### src/rtl/imem_boot_loader.sv
// Boot loader: packs a little-endian byte stream into 32-bit instruction-memory writes
// and holds the core in reset until the image is loaded. Optional checksum: IMEM_BOOT_CHECKSUM_EN.
module imem_boot_loader #(
    parameter int unsigned DEPTH = 8,
    parameter int unsigned CNT_W = 4
) (
    input  logic             clk,
    input  logic             rst_n,
    input  logic             start,
    input  logic [CNT_W-1:0] num_words,
    input  logic [7:0]       in_byte,
    input  logic             in_valid,
    output logic             in_ready,
    output logic             mem_we,
    output logic [31:0]      mem_waddr,
    output logic [31:0]      mem_wdata,
    output logic             cpu_rst_n,
    output logic             busy,
    output logic             done,
    output logic             error
);

    typedef enum logic [2:0] {
        S_IDLE,
        S_LOAD,
        S_WRITE,
`ifdef IMEM_BOOT_CHECKSUM_EN
        S_CHECK,
`endif
        S_DONE
    } state_t;

    state_t           state_q, state_d;
    logic [1:0]       byte_cnt_q, byte_cnt_d;
    logic [23:0]      word_q, word_d;
    logic [CNT_W-1:0] word_idx_q, word_idx_d;
    logic [CNT_W-1:0] num_q, num_d;
    logic [31:0]      waddr_q, waddr_d;
    logic [31:0]      wdata_q, wdata_d;
    logic             error_q, error_d;
`ifdef IMEM_BOOT_CHECKSUM_EN
    logic [7:0]       csum_q, csum_d;
`endif

    logic [CNT_W-1:0] word_inc;
    assign word_inc = word_idx_q + CNT_W'(1);

    always_ff @(posedge clk or negedge rst_n) begin
        if (!rst_n) begin
            state_q    <= S_IDLE;
            byte_cnt_q <= '0;
            word_q     <= '0;
            word_idx_q <= '0;
            num_q      <= '0;
            waddr_q    <= '0;
            wdata_q    <= '0;
            error_q    <= 1'b0;
`ifdef IMEM_BOOT_CHECKSUM_EN
            csum_q     <= '0;
`endif
        end else begin
            state_q    <= state_d;
            byte_cnt_q <= byte_cnt_d;
            word_q     <= word_d;
            word_idx_q <= word_idx_d;
            num_q      <= num_d;
            waddr_q    <= waddr_d;
            wdata_q    <= wdata_d;
            error_q    <= error_d;
`ifdef IMEM_BOOT_CHECKSUM_EN
            csum_q     <= csum_d;
`endif
        end
    end

    always_comb begin
        state_d    = state_q;
        byte_cnt_d = byte_cnt_q;
        word_d     = word_q;
        word_idx_d = word_idx_q;
        num_d      = num_q;
        waddr_d    = waddr_q;
        wdata_d    = wdata_q;
        error_d    = error_q;
`ifdef IMEM_BOOT_CHECKSUM_EN
        csum_d     = csum_q;
`endif
        case (state_q)
            S_IDLE, S_DONE: begin
                if (start) begin
                    if (num_words > CNT_W'(DEPTH)) begin
                        error_d = 1'b1;
                    end else begin
                        error_d    = 1'b0;
                        byte_cnt_d = '0;
                        word_idx_d = '0;
                        num_d      = num_words;
`ifdef IMEM_BOOT_CHECKSUM_EN
                        csum_d     = '0;
`endif
                        state_d    = (num_words == '0) ? S_DONE : S_LOAD;
                    end
                end
            end
            S_LOAD: begin
                if (in_valid) begin
                    byte_cnt_d = byte_cnt_q + 2'd1;
`ifdef IMEM_BOOT_CHECKSUM_EN
                    csum_d     = csum_q ^ in_byte;
`endif
                    case (byte_cnt_q)
                        2'd0: word_d[7:0]   = in_byte;
                        2'd1: word_d[15:8]  = in_byte;
                        2'd2: word_d[23:16] = in_byte;
                        default: begin
                            // Last byte bypasses the assembly register straight into the write data.
                            waddr_d = 32'({word_idx_q, 2'b00});
                            wdata_d = {in_byte, word_q};
                            state_d = S_WRITE;
                        end
                    endcase
                end
            end
            S_WRITE: begin
                word_idx_d = word_inc;
                if (word_inc == num_q) begin
`ifdef IMEM_BOOT_CHECKSUM_EN
                    state_d = S_CHECK;
`else
                    state_d = S_DONE;
`endif
                end else begin
                    state_d = S_LOAD;
                end
            end
`ifdef IMEM_BOOT_CHECKSUM_EN
            S_CHECK: begin
                if (in_valid) begin
                    if (in_byte == csum_q) begin
                        state_d = S_DONE;
                    end else begin
                        error_d = 1'b1;
                        state_d = S_IDLE;
                    end
                end
            end
`endif
            default: state_d = S_IDLE;
        endcase
    end

`ifdef IMEM_BOOT_CHECKSUM_EN
    assign in_ready = (state_q == S_LOAD) || (state_q == S_CHECK);
    assign busy     = (state_q == S_LOAD) || (state_q == S_WRITE) || (state_q == S_CHECK);
`else
    assign in_ready = (state_q == S_LOAD);
    assign busy     = (state_q == S_LOAD) || (state_q == S_WRITE);
`endif
    assign mem_we    = (state_q == S_WRITE) && (word_idx_q < CNT_W'(DEPTH));
    assign mem_waddr = waddr_q;
    assign mem_wdata = wdata_q;
    assign cpu_rst_n = (state_q == S_DONE);
    assign done      = (state_q == S_DONE);
    assign error     = error_q;

endmodule

### config.mk
export PLATFORM = sky130hd
export DESIGN_NAME = imem_boot_loader
export DESIGN_NICKNAME = d
export VERILOG_FILES = /design/src/rtl/imem_boot_loader.sv
export SDC_FILE = /design/constraint.sdc
export NUM_CORES = 1
export LEC_CHECK = 0
export BUFFER_PORTS_ARGS = -buffer_cell sky130_fd_sc_hd__buf_4
export CAP_MARGIN = 0
export CORE_MARGIN = 2
export CORE_UTILIZATION = 35
export CTS_CLUSTER_DIAMETER = 80
export DETAILED_ROUTE_END_ITERATION = 7
export PLACE_DENSITY = 0.6
export SLEW_MARGIN = 20
export SYNTH_ARGS = -nofsm -noshare
export SYNTH_HDL_FRONTEND = slang
export SYNTH_SLANG_ARGS = --single-unit
### constraint.sdc
create_clock -name clk -period 3.8 [get_ports clk]
set_clock_uncertainty 0.15 [all_clocks]
set_input_delay 0 -clock clk [delete_from_list [all_inputs] [get_ports clk]]
set_output_delay 0 -clock clk [all_outputs]
set_load 0.01 [all_outputs]
==> impl_metrics.ini, run 1 <==
[route]
wl_per_cell_um = 13.7
drcViolationCount = 0
vias = 1975
post_drt_via_cell_ratio = 4.58
first_pass_iters = 4
drtIter0Drc = 58
drt-total-wl_um = 5910
antenna_left = 0

[flow_run]
drv_cap = 0

[placement]
io_buffers = 57
gp_congestion = 0.678
place_hpwl_um = 3890

[cts]
clk_path_buf_depth = 2
ctsResizeCount = 0
cts.sinks = 73
clock_latency_ns = 0.34
cts.clk_slew.worst_paths_ns = 0.08
cts-root-buf = clkbuf_8
cts_made_buffers = 9
cts_tree = done
cts.htree.levels = 3

[cells_and_area]
nets = 340
drive_gt1_frac = 0.444
regArea_mm2 = 0.00183
area_growth_syn_to_layout_pct = 24.4
multi_input_area_mm2 = 0.00130
antenna-diode-count = 0
n_fill_cell = 870

[grt]
grt_pass1_vias = 1926
grt_max_degree = 74
grt_overflow_total = 0
grt_usage = 0.122
grt_pass1_wl_um = 9610
antenna_found_initial = 0

[synthesis]
synth_warnings = 0
synthTopCellsByCount = dfrtp_1 (73), mux2_2 (64), buf_4 (30)
ys_types = 36
synth_top_area_cell = dfrtp_1
synthCells = 238
async_flop_share = 1.00
ys_top_cells_by_area = dfrtp_1 (56%), mux2_2 (22%), buf_4 (6.8%)
ys_seq_elements = 73
post-synth-top-count-cell = dfrtp_1
synth_edf_count = 0
syn_avg_cell_area_um2 = 13.8
synth_area_mm2 = 0.00329
synth_top_cell_area_share = 0.556
synthFlopType = dfrtp_1
synth-seq-area-share = 0.556

[setup_path]
path_delay_family = simple AND/OR/NAND/NOR gates
critPathCaptureType = register
worst-path-buf-inv = 1
crit_path_max_incr_delay_ns = 0.84
critPathLaunchType = register
worst_path_max_delay_cell = nand3_2
crit_fanout = 36
required_ns = 3.87
cp.arrival_ns = 2.72
crit_chain = inv_1 -> ha_1 -> nand3_2 -> mux2_2
critical_path_class = register to register

[sta]
tightest_slew_ns = 0.956
fin_setup_tns_ns = 0
hold_ws_ns = 0.177
period_needed_ns = 2.65
setup_viol = 0
drv_slew = 0
rsz0062_at_grt = false
relSlewSlack = 0.362
finalHoldViolations = 0
fin_crit_sh = 0.696
fmax_mhz = 378

[power_and_ir_drop]
vdd_drop_max_mv = 0.372
p_leak_nw = 2.01
p_per_area_mw_per_mm2 = 745
power.total_w = 0.00305

[worst_hold_path]
hold_path_class = primary input to async pin

[die]
die_w_um = 101
rows = 35
start_util = 0.358
die_h_um = 101
die-area_mm2 = 0.0102
ios = 86
core_mm2 = 0.00920

[run_status]
status = completed
-- power by group --
part	total [W]	internal, W	switching, W
combinational	0.00110	0.000626	0.000472
sequential	0.00129	0.00110	0.000190
clock	0.000662	0.000373	0.000288
total	0.00305	0.00210	0.000950
-- layout make-up --
class / count / area share
Timing Repair Buffer: 73 / 0.144
Inverter: 5 / 0.00459
Sequential cell: 73 / 0.447
Clock inverter: 6 / 0.0223
Tap cell: 111 / 0.0340
Multi-Input combinational cell: 153 / 0.318
Clock buffer: 10 / 0.0312
-- through the flow --
stage	util	cell area (µm²)	instances	setup WS, ns
2_1_floorplan	-	3390	265	2.05
3_3_place_gp	0.404	3710	399	1.23
3_5_place_dp	0.404	3710	399	1.16
4_1_cts	0.445	4090	431	1.13
5_1_grt	0.445	4090	431	0.907
6_report	0.445	4090	431	1.15
-- worst paths after layout --
kind,start,end,slack [ns],cells after the start
min in group clk,in_byte[6],mem_wdata[30]$_DFFE_PN0P_,0.31,3
worst max register to register,state_q[1]$_DFFE_PN0P_,mem_wdata[20]$_DFFE_PN0P_,1.15,4
worst min register to register,error$_DFFE_PN0P_,error$_DFFE_PN0P_,0.35,2
max in group asynchronous,rst_n,mem_wdata[10]$_DFFE_PN0P_,2.72,2
worst min-delay path,rst_n,word_q[4]$_DFFE_PN0P_,0.18,2
worst max-delay path,state_q[1]$_DFFE_PN0P_,mem_wdata[20]$_DFFE_PN0P_,1.15,4
-- state kept, by name, indices dropped and copies added (netlist names) --
register,cells
word_idx_q,4
mem_waddr,4
byte_cnt_q,2
state_q,2
error,1
word_q,24
num_q,4
mem_wdata,32
-- layer usage --
metal / track usage / part of all wire / vias up
met4: 0.0281 / 0.0054 / 0
met1: 0.162 / 0.47 / 982
met3: 0.0479 / 0.049 / 4
li1: - / - / 934
met2: 0.190 / 0.48 / 55
met5: 0 / 0 / -
-- placed cells by master, fill, tap and decap left out, types with 2 or more instances in the layout --
| master | synthesis | routed |
|---|---|---|
| buf_4 | 30 | 57 |
| a221o_1 | 2 | 2 |
| clkbuf_8 | 0 | 9 |
| a21oi_1 | 2 | 2 |
| mux2_2 | 64 | 64 |
| nand2_1 | 8 | 8 |
| xor2_1 | 2 | 2 |
| nor2b_1 | 3 | 3 |
| nand3_1 | 7 | 7 |
| conb_1 | 1 | 28 |
| bufinv_16 | 0 | 2 |
| ha_1 | 9 | 9 |
| dlygate4sd3_1 | 0 | 16 |
| o21ai_0 | 3 | 3 |
| xnor2_1 | 4 | 4 |
| clkinv_4 | 0 | 2 |
| dfrtp_1 | 73 | 73 |
| inv_1 | 5 | 5 |
-- cell families after synthesis --
group                      synth area share
DFF                                   0.556
muxes                                 0.222
buffers and inverters                0.0803
and+or+nand+nor                      0.0449
AOI/OAI and AO/OA                    0.0457
adders and majority gates            0.0342
xor gates and xnor gates             0.0160
other                               0.00114
-- timing repair --
action / in CTS / in global routing
hold buffers: 16 / 0
endpoints found under the hold margin: 115 / 0
setup buffers: 0 / 0
-- worst register-to-register path: cells and delay by family (launching register included) --
kind / cells / cell delay [ns]
simple gates: 1 / 0.84
mux: 1 / 0.60
fa+ha+maj: 1 / 0.44
flops: 1 / 0.41
buf+inv: 1 / 0.09
Note: power is estimated with default switching activity, not from simulation.
==> run 2, diff against run 1 <==
Settings changed: ABC_AREA from default to 1, PLACE_DENSITY 0.6 to 0.62.
Clock period 3.8 ns to 2.4 ns, I/O delays scaled along.
==> impl_metrics.ini, run 2 <==
[run_status]
status = completed

[cells_and_area]
drive_gt1_frac = 0.284
area_growth_syn_to_layout_pct = 24.5
final_cell_mix = dfrtp_1 (72), nand2_1 (68), buf_4 (58)
final_common_cell = dfrtp_1
instances_no_fill = 538
antenna-diode-count = 0
nets = 425
largest_register_ffs = 32

[synthesis]
post-synth-top-count-cell = dfrtp_1
ys_seq_elements = 73
synth_compound_area_frac = 0.0917
synth_top_cell_area_share = 0.536
ys_top_cells_by_area = dfrtp_1 (54%), mux2_4 (11%), nand2_1 (7.5%)
synth-seq-area-share = 0.536
synth_edf_count = 0
synthTopCellsByCount = dfrtp_1 (73), nand2_1 (68), o21ai_0 (34)
synthMuxAreaShare = 0.106
synth_top_family_by_area = buffers and inverters
synth_warnings = 0
yosys.area_share.simple = 0.113
synthCells = 323
synth_area_mm2 = 0.00341
synth_top_area_cell = dfrtp_1
synth_xor_area_frac = 0
synth_adder_area_share = 0.0330
syn_avg_cell_area_um2 = 10.6
synthFlopType = dfrtp_1
ys_types = 21
async_flop_share = 1.00

[setup_path]
rrSetupSlack_ns = 0.28
r2r_cells = 9
cpMostUsedCell = inv_1
worst-path-buf-inv = 4
critPathLaunchType = register
path_delay_family = buffers and inverters
worst_path_max_delay_cell = dlygate4sd3_1
crit_path_start = state_q[0]$_DFFE_PN0P_
regToRegEndpoint = num_q[0]$_DFFE_PN0P_
crit_chain = inv_1 -> ha_2 -> nand2_1 -> inv_1 -> nand2_2 -> inv_1 -> nand2_1 -> dlygate4sd3_1 -> o21ai_0
crit_fanout = 7
endpoint = num_q[0]$_DFFE_PN0P_
crit_cells = 9
cp.arrival_ns = 2.24
required_ns = 2.52
timing.rr.start = state_q[0]$_DFFE_PN0P_
critPathCaptureType = register
critical_path_class = register to register
crit_path_max_incr_delay_ns = 0.54

[grt]
grt_pass1_vias = 2175
grt_pass1_wl_um = 10700
grt_usage = 0.135
antenna_found_initial = 0
grt_max_degree = 74
grt_overflow_total = 0

[die]
die_w_um = 103
die-area_mm2 = 0.0106
ios = 86
rows = 36
start_util = 0.356
die_h_um = 103
core_mm2 = 0.00959

[cts]
cts.htree.levels = 3
clock_latency_ns = 0.35
cts.sinks = 73
cts_made_buffers = 9
cts-root-buf = clkbuf_8
cts_tree = done
cts_setup_buffers = 0
cts.clk_slew.worst_paths_ns = 0.08
clk_path_buf_depth = 2

[route]
wl_per_cell_um = 12.4
drt-total-wl_um = 6660
drcViolationCount = 0
antenna_left = 0
post_drt_via_cell_ratio = 4.27
first_pass_iters = 4
drtIter0Drc = 122
vias = 2299

[sta]
period_needed_ns = 2.12
tightest_slew_ns = 0.893
rsz0062_at_grt = false
fmax_mhz = 472
fin_setup_tns_ns = 0
setup_viol = 0
finalHoldViolations = 0
relSlewSlack = 0.405
fin_crit_sh = 0.882
drv_slew = 0

[placement]
dp_cells = 505
io_buffers = 57
gp_congestion = 0.771
place_hpwl_um = 4710

[flow_run]
drv_cap = 0

[power_and_ir_drop]
p_per_area_mw_per_mm2 = 1100
vdd_drop_max_mv = 0.481
p_leak_nw = 2.26

[worst_hold_path]
hold_path_class = primary input to register
min_path_cells = 6
hp-start = in_valid
-- run 2: metrics by stage --
stage | total power, W | area, µm² | worst slack [ns] | util | hold slack (ns)
after floorplan | 0.00297 | 3510 | 0.743 | - | -0.446
after global routing | 0.00503 | 4250 | 0.0416 | 0.442 | 0.102
after detailed placement | 0.00358 | 3840 | 0.364 | 0.401 | 0.0449
final | 0.00466 | 4250 | 0.283 | 0.442 | 0.0914
after global placement | 0.00352 | 3840 | 0.410 | 0.401 | 0.0353
after CTS | 0.00472 | 4240 | 0.180 | 0.442 | 0.0677
-- run 2: per-layer routing --
metal	wire, µm	global-route usage
met2	3270	0.220
met1	2940	0.171
met5	0	0
met3	375	0.0427
met4	76	0.0462
-- run 2: worst min-delay path by stage --
stage	slack, ns	endpoint
after detailed placement	0.04	mem_wdata[20]$_DFFE_PN0P_
after global routing	0.10	state_q[0]$_DFFE_PN0P_
final	0.09	byte_cnt_q[0]$_DFFE_PN0P_
after floorplan	-0.45	byte_cnt_q[0]$_DFFE_PN0P_
after CTS	0.07	byte_cnt_q[0]$_DFFE_PN0P_
after global placement	0.04	mem_wdata[20]$_DFFE_PN0P_
-- run 2: logic make-up (layout without fill, tap and decap cells) --
logic type / Yosys count / count (layout)
muxes: 24 / 24
other: 1 / 28
adders and majority gates: 9 / 9
buffers and inverters: 69 / 124
DFF: 73 / 73
and+or+nand+nor: 94 / 94
AOI/OAI and AO/OA: 53 / 53
-- run 2: worst reg2reg max path, stage by stage, from the launching register on --
cell and delay (ns):
dfrtp_2 0.40, inv_1 0.05, ha_2 0.39, nand2_1 0.09, inv_1 0.08, nand2_2 0.09
inv_1 0.12, nand2_1 0.06, dlygate4sd3_1 0.54, o21ai_0 0.07
-- run 2: final cells by class --
type | instances | area, µm²
Fill cell | 913 | 5350
Sequential cell | 73 | 1830
Multi-Input combinational cell | 208 | 1280
Timing Repair Buffer | 76 | 626
Tap cell | 133 | 166
Clock buffer | 9 | 124
Inverter | 32 | 120
Clock inverter | 7 | 103
-- run 2: report_power, final --
| part | internal [W] | total, W | switching [W] |
|---|---|---|---|
| clock network | 0.000597 | 0.00108 | 0.000483 |
| registers | 0.00168 | 0.00197 | 0.000294 |
| logic | 0.000804 | 0.00161 | 0.000805 |
| total | 0.00308 | 0.00466 | 0.00158 |
-- run 2: repair_timing --
item,4_1_cts,5_1_grt
endpoints found under the hold margin,112,0
endpoints found under the setup margin,0,1
hold buffers,17,0
resized for setup,0,2
==> run 3, diff against run 2 <==
Settings changed: MAX_ROUTING_LAYER from default to met4.
==> impl_metrics.ini, run 3 (synthesized netlist as in run 2, its figures left out) <==
[route]
post_drt_via_cell_ratio = 4.28
drcViolationCount = 0
wl_per_cell_um = 12.3
drtIter0Drc = 138
first_pass_iters = 4
drt-total-wl_um = 6640
vias = 2301
antenna_left = 0

[cts]
cts.clk_slew.worst_paths_ns = 0.08
clock_latency_ns = 0.35
cts_tree = done
cts-root-buf = clkbuf_8
cts.sinks = 73
cts_made_buffers = 9
cts.htree.levels = 3
clk_path_buf_depth = 2

[sta]
rsz0062_at_grt = false
drv_slew = 0
fin_setup_tns_ns = 0
relSlewSlack = 0.406
fmax_mhz = 473
finalHoldViolations = 0
fin_crit_sh = 0.881
tightest_slew_ns = 0.891
setup_viol = 0
postLayoutSetupSlackWorst_ns = 0.286
period_needed_ns = 2.11

[setup_path]
cp.arrival_ns = 2.24
crit_fanout = 7
critical_path_class = register to register
critPathCaptureType = register
rrSetupSlack_ns = 0.29
critPathLaunchType = register
required_ns = 2.52

[cells_and_area]
postLayoutCoreUtil = 0.442
n_fill_cell = 913
multi_input_area_mm2 = 0.00128
largest_register_ffs = 32
antenna-diode-count = 0
final_cell_mix = dfrtp_1 (72), nand2_1 (68), buf_4 (58)
final_common_cell = dfrtp_1
regArea_mm2 = 0.00183
nets = 425
area_growth_syn_to_layout_pct = 24.5
drive_gt1_frac = 0.284

[die]
die_h_um = 103
start_util = 0.356
die_w_um = 103
rows = 36
ios = 86
die-area_mm2 = 0.0106
core_mm2 = 0.00959

[run_status]
status = completed

[placement]
place_hpwl_um = 4710
io_buffers = 57
gp_congestion = 0.781
pre_cts_slack_ns = 0.364

[grt]
grt_max_degree = 74
antenna_found_initial = 0
grt_overflow_total = 0
grt_usage = 0.140
grt_pass1_vias = 2178
grt_pass1_wl_um = 10700

[power_and_ir_drop]
power.total_w = 0.00466
vdd_drop_max_mv = 0.481
p_per_area_mw_per_mm2 = 1100
p_leak_nw = 2.26

[flow_run]
drv_cap = 0

[worst_hold_path]
hold_path_class = primary input to register
## run 3: cell counts in the layout (fill, tap and decap cells not counted)
Identical to the previous run, type by type.
## run 3: what timing repair did
item | 4_1_cts | 5_1_grt
resized for setup | 0 | 2
setup endpoints to repair | 0 | 1
endpoints found under the hold margin | 112 | 0
hold buffers | 17 | 0
buffers inserted | 0 | 0
## run 3: per-layer routing
metal | part of all wire | up-vias | GRT usage
met2 | 0.50 | 75 | 0.222
li1 | - | 1140 | -
met5 | 0 | - | -
met1 | 0.43 | 1079 | 0.169
met3 | 0.062 | 7 | 0.0447
met4 | 0.011 | 0 | 0.0462
## run 3: worst max-delay path, stage by stage, from the launching register on
cell	delay (ns)
dfrtp_2	0.40
inv_1	0.05
ha_2	0.39
nand2_1	0.08
inv_1	0.08
nand2_2	0.09
inv_1	0.12
nand2_1	0.05
dlygate4sd3_1	0.54
o21ai_0	0.07
## run 3: per-stage QoR
| stage | instances | hold slack, ns | cell area [µm²] |
|---|---|---|---|
| floorplan | 350 | -0.446 | 3510 |
| global placement | 505 | 0.0353 | 3840 |
| detailed placement | 505 | 0.0449 | 3840 |
| CTS | 538 | 0.0677 | 4240 |
| global route | 538 | 0.0998 | 4250 |
| finish | 538 | 0.0848 | 4250 |
## run 3: path summary, 6_finish.rpt
| check | from | endpoint | cells past startpoint |
|---|---|---|---|
| max | state_q[0]$_DFFE_PN0P_ | num_q[0]$_DFFE_PN0P_ | 9 |
| min | in_valid | byte_cnt_q[0]$_DFFE_PN0P_ | 6 |
| max reg2reg | state_q[0]$_DFFE_PN0P_ | num_q[0]$_DFFE_PN0P_ | 9 |
| min reg2reg | mem_wdata[29]$_DFFE_PN0P_ | mem_wdata[29]$_DFFE_PN0P_ | 2 |
| max in group asynchronous | rst_n | state_q[0]$_DFFE_PN0P_ | 2 |
| min in group asynchronous | rst_n | mem_wdata[20]$_DFFE_PN0P_ | 2 |
## run 3: cell type report
class | instances | share of cell area
clock buffers | 9 | 0.0292
clock inverters | 7 | 0.0242
multi-input cells | 208 | 0.301
well taps | 133 | 0.0392
repair buffers | 76 | 0.147
flip-flops and latches | 73 | 0.431
inverters | 32 | 0.0283
## run 3: power by group
group	switching (W)	internal, W	leakage [nW]
Clock	0.000481	0.000597	0.116
Combinational	0.000803	0.000804	1.19
Sequential	0.000295	0.00168	0.954
Total	0.00158	0.00308	2.26
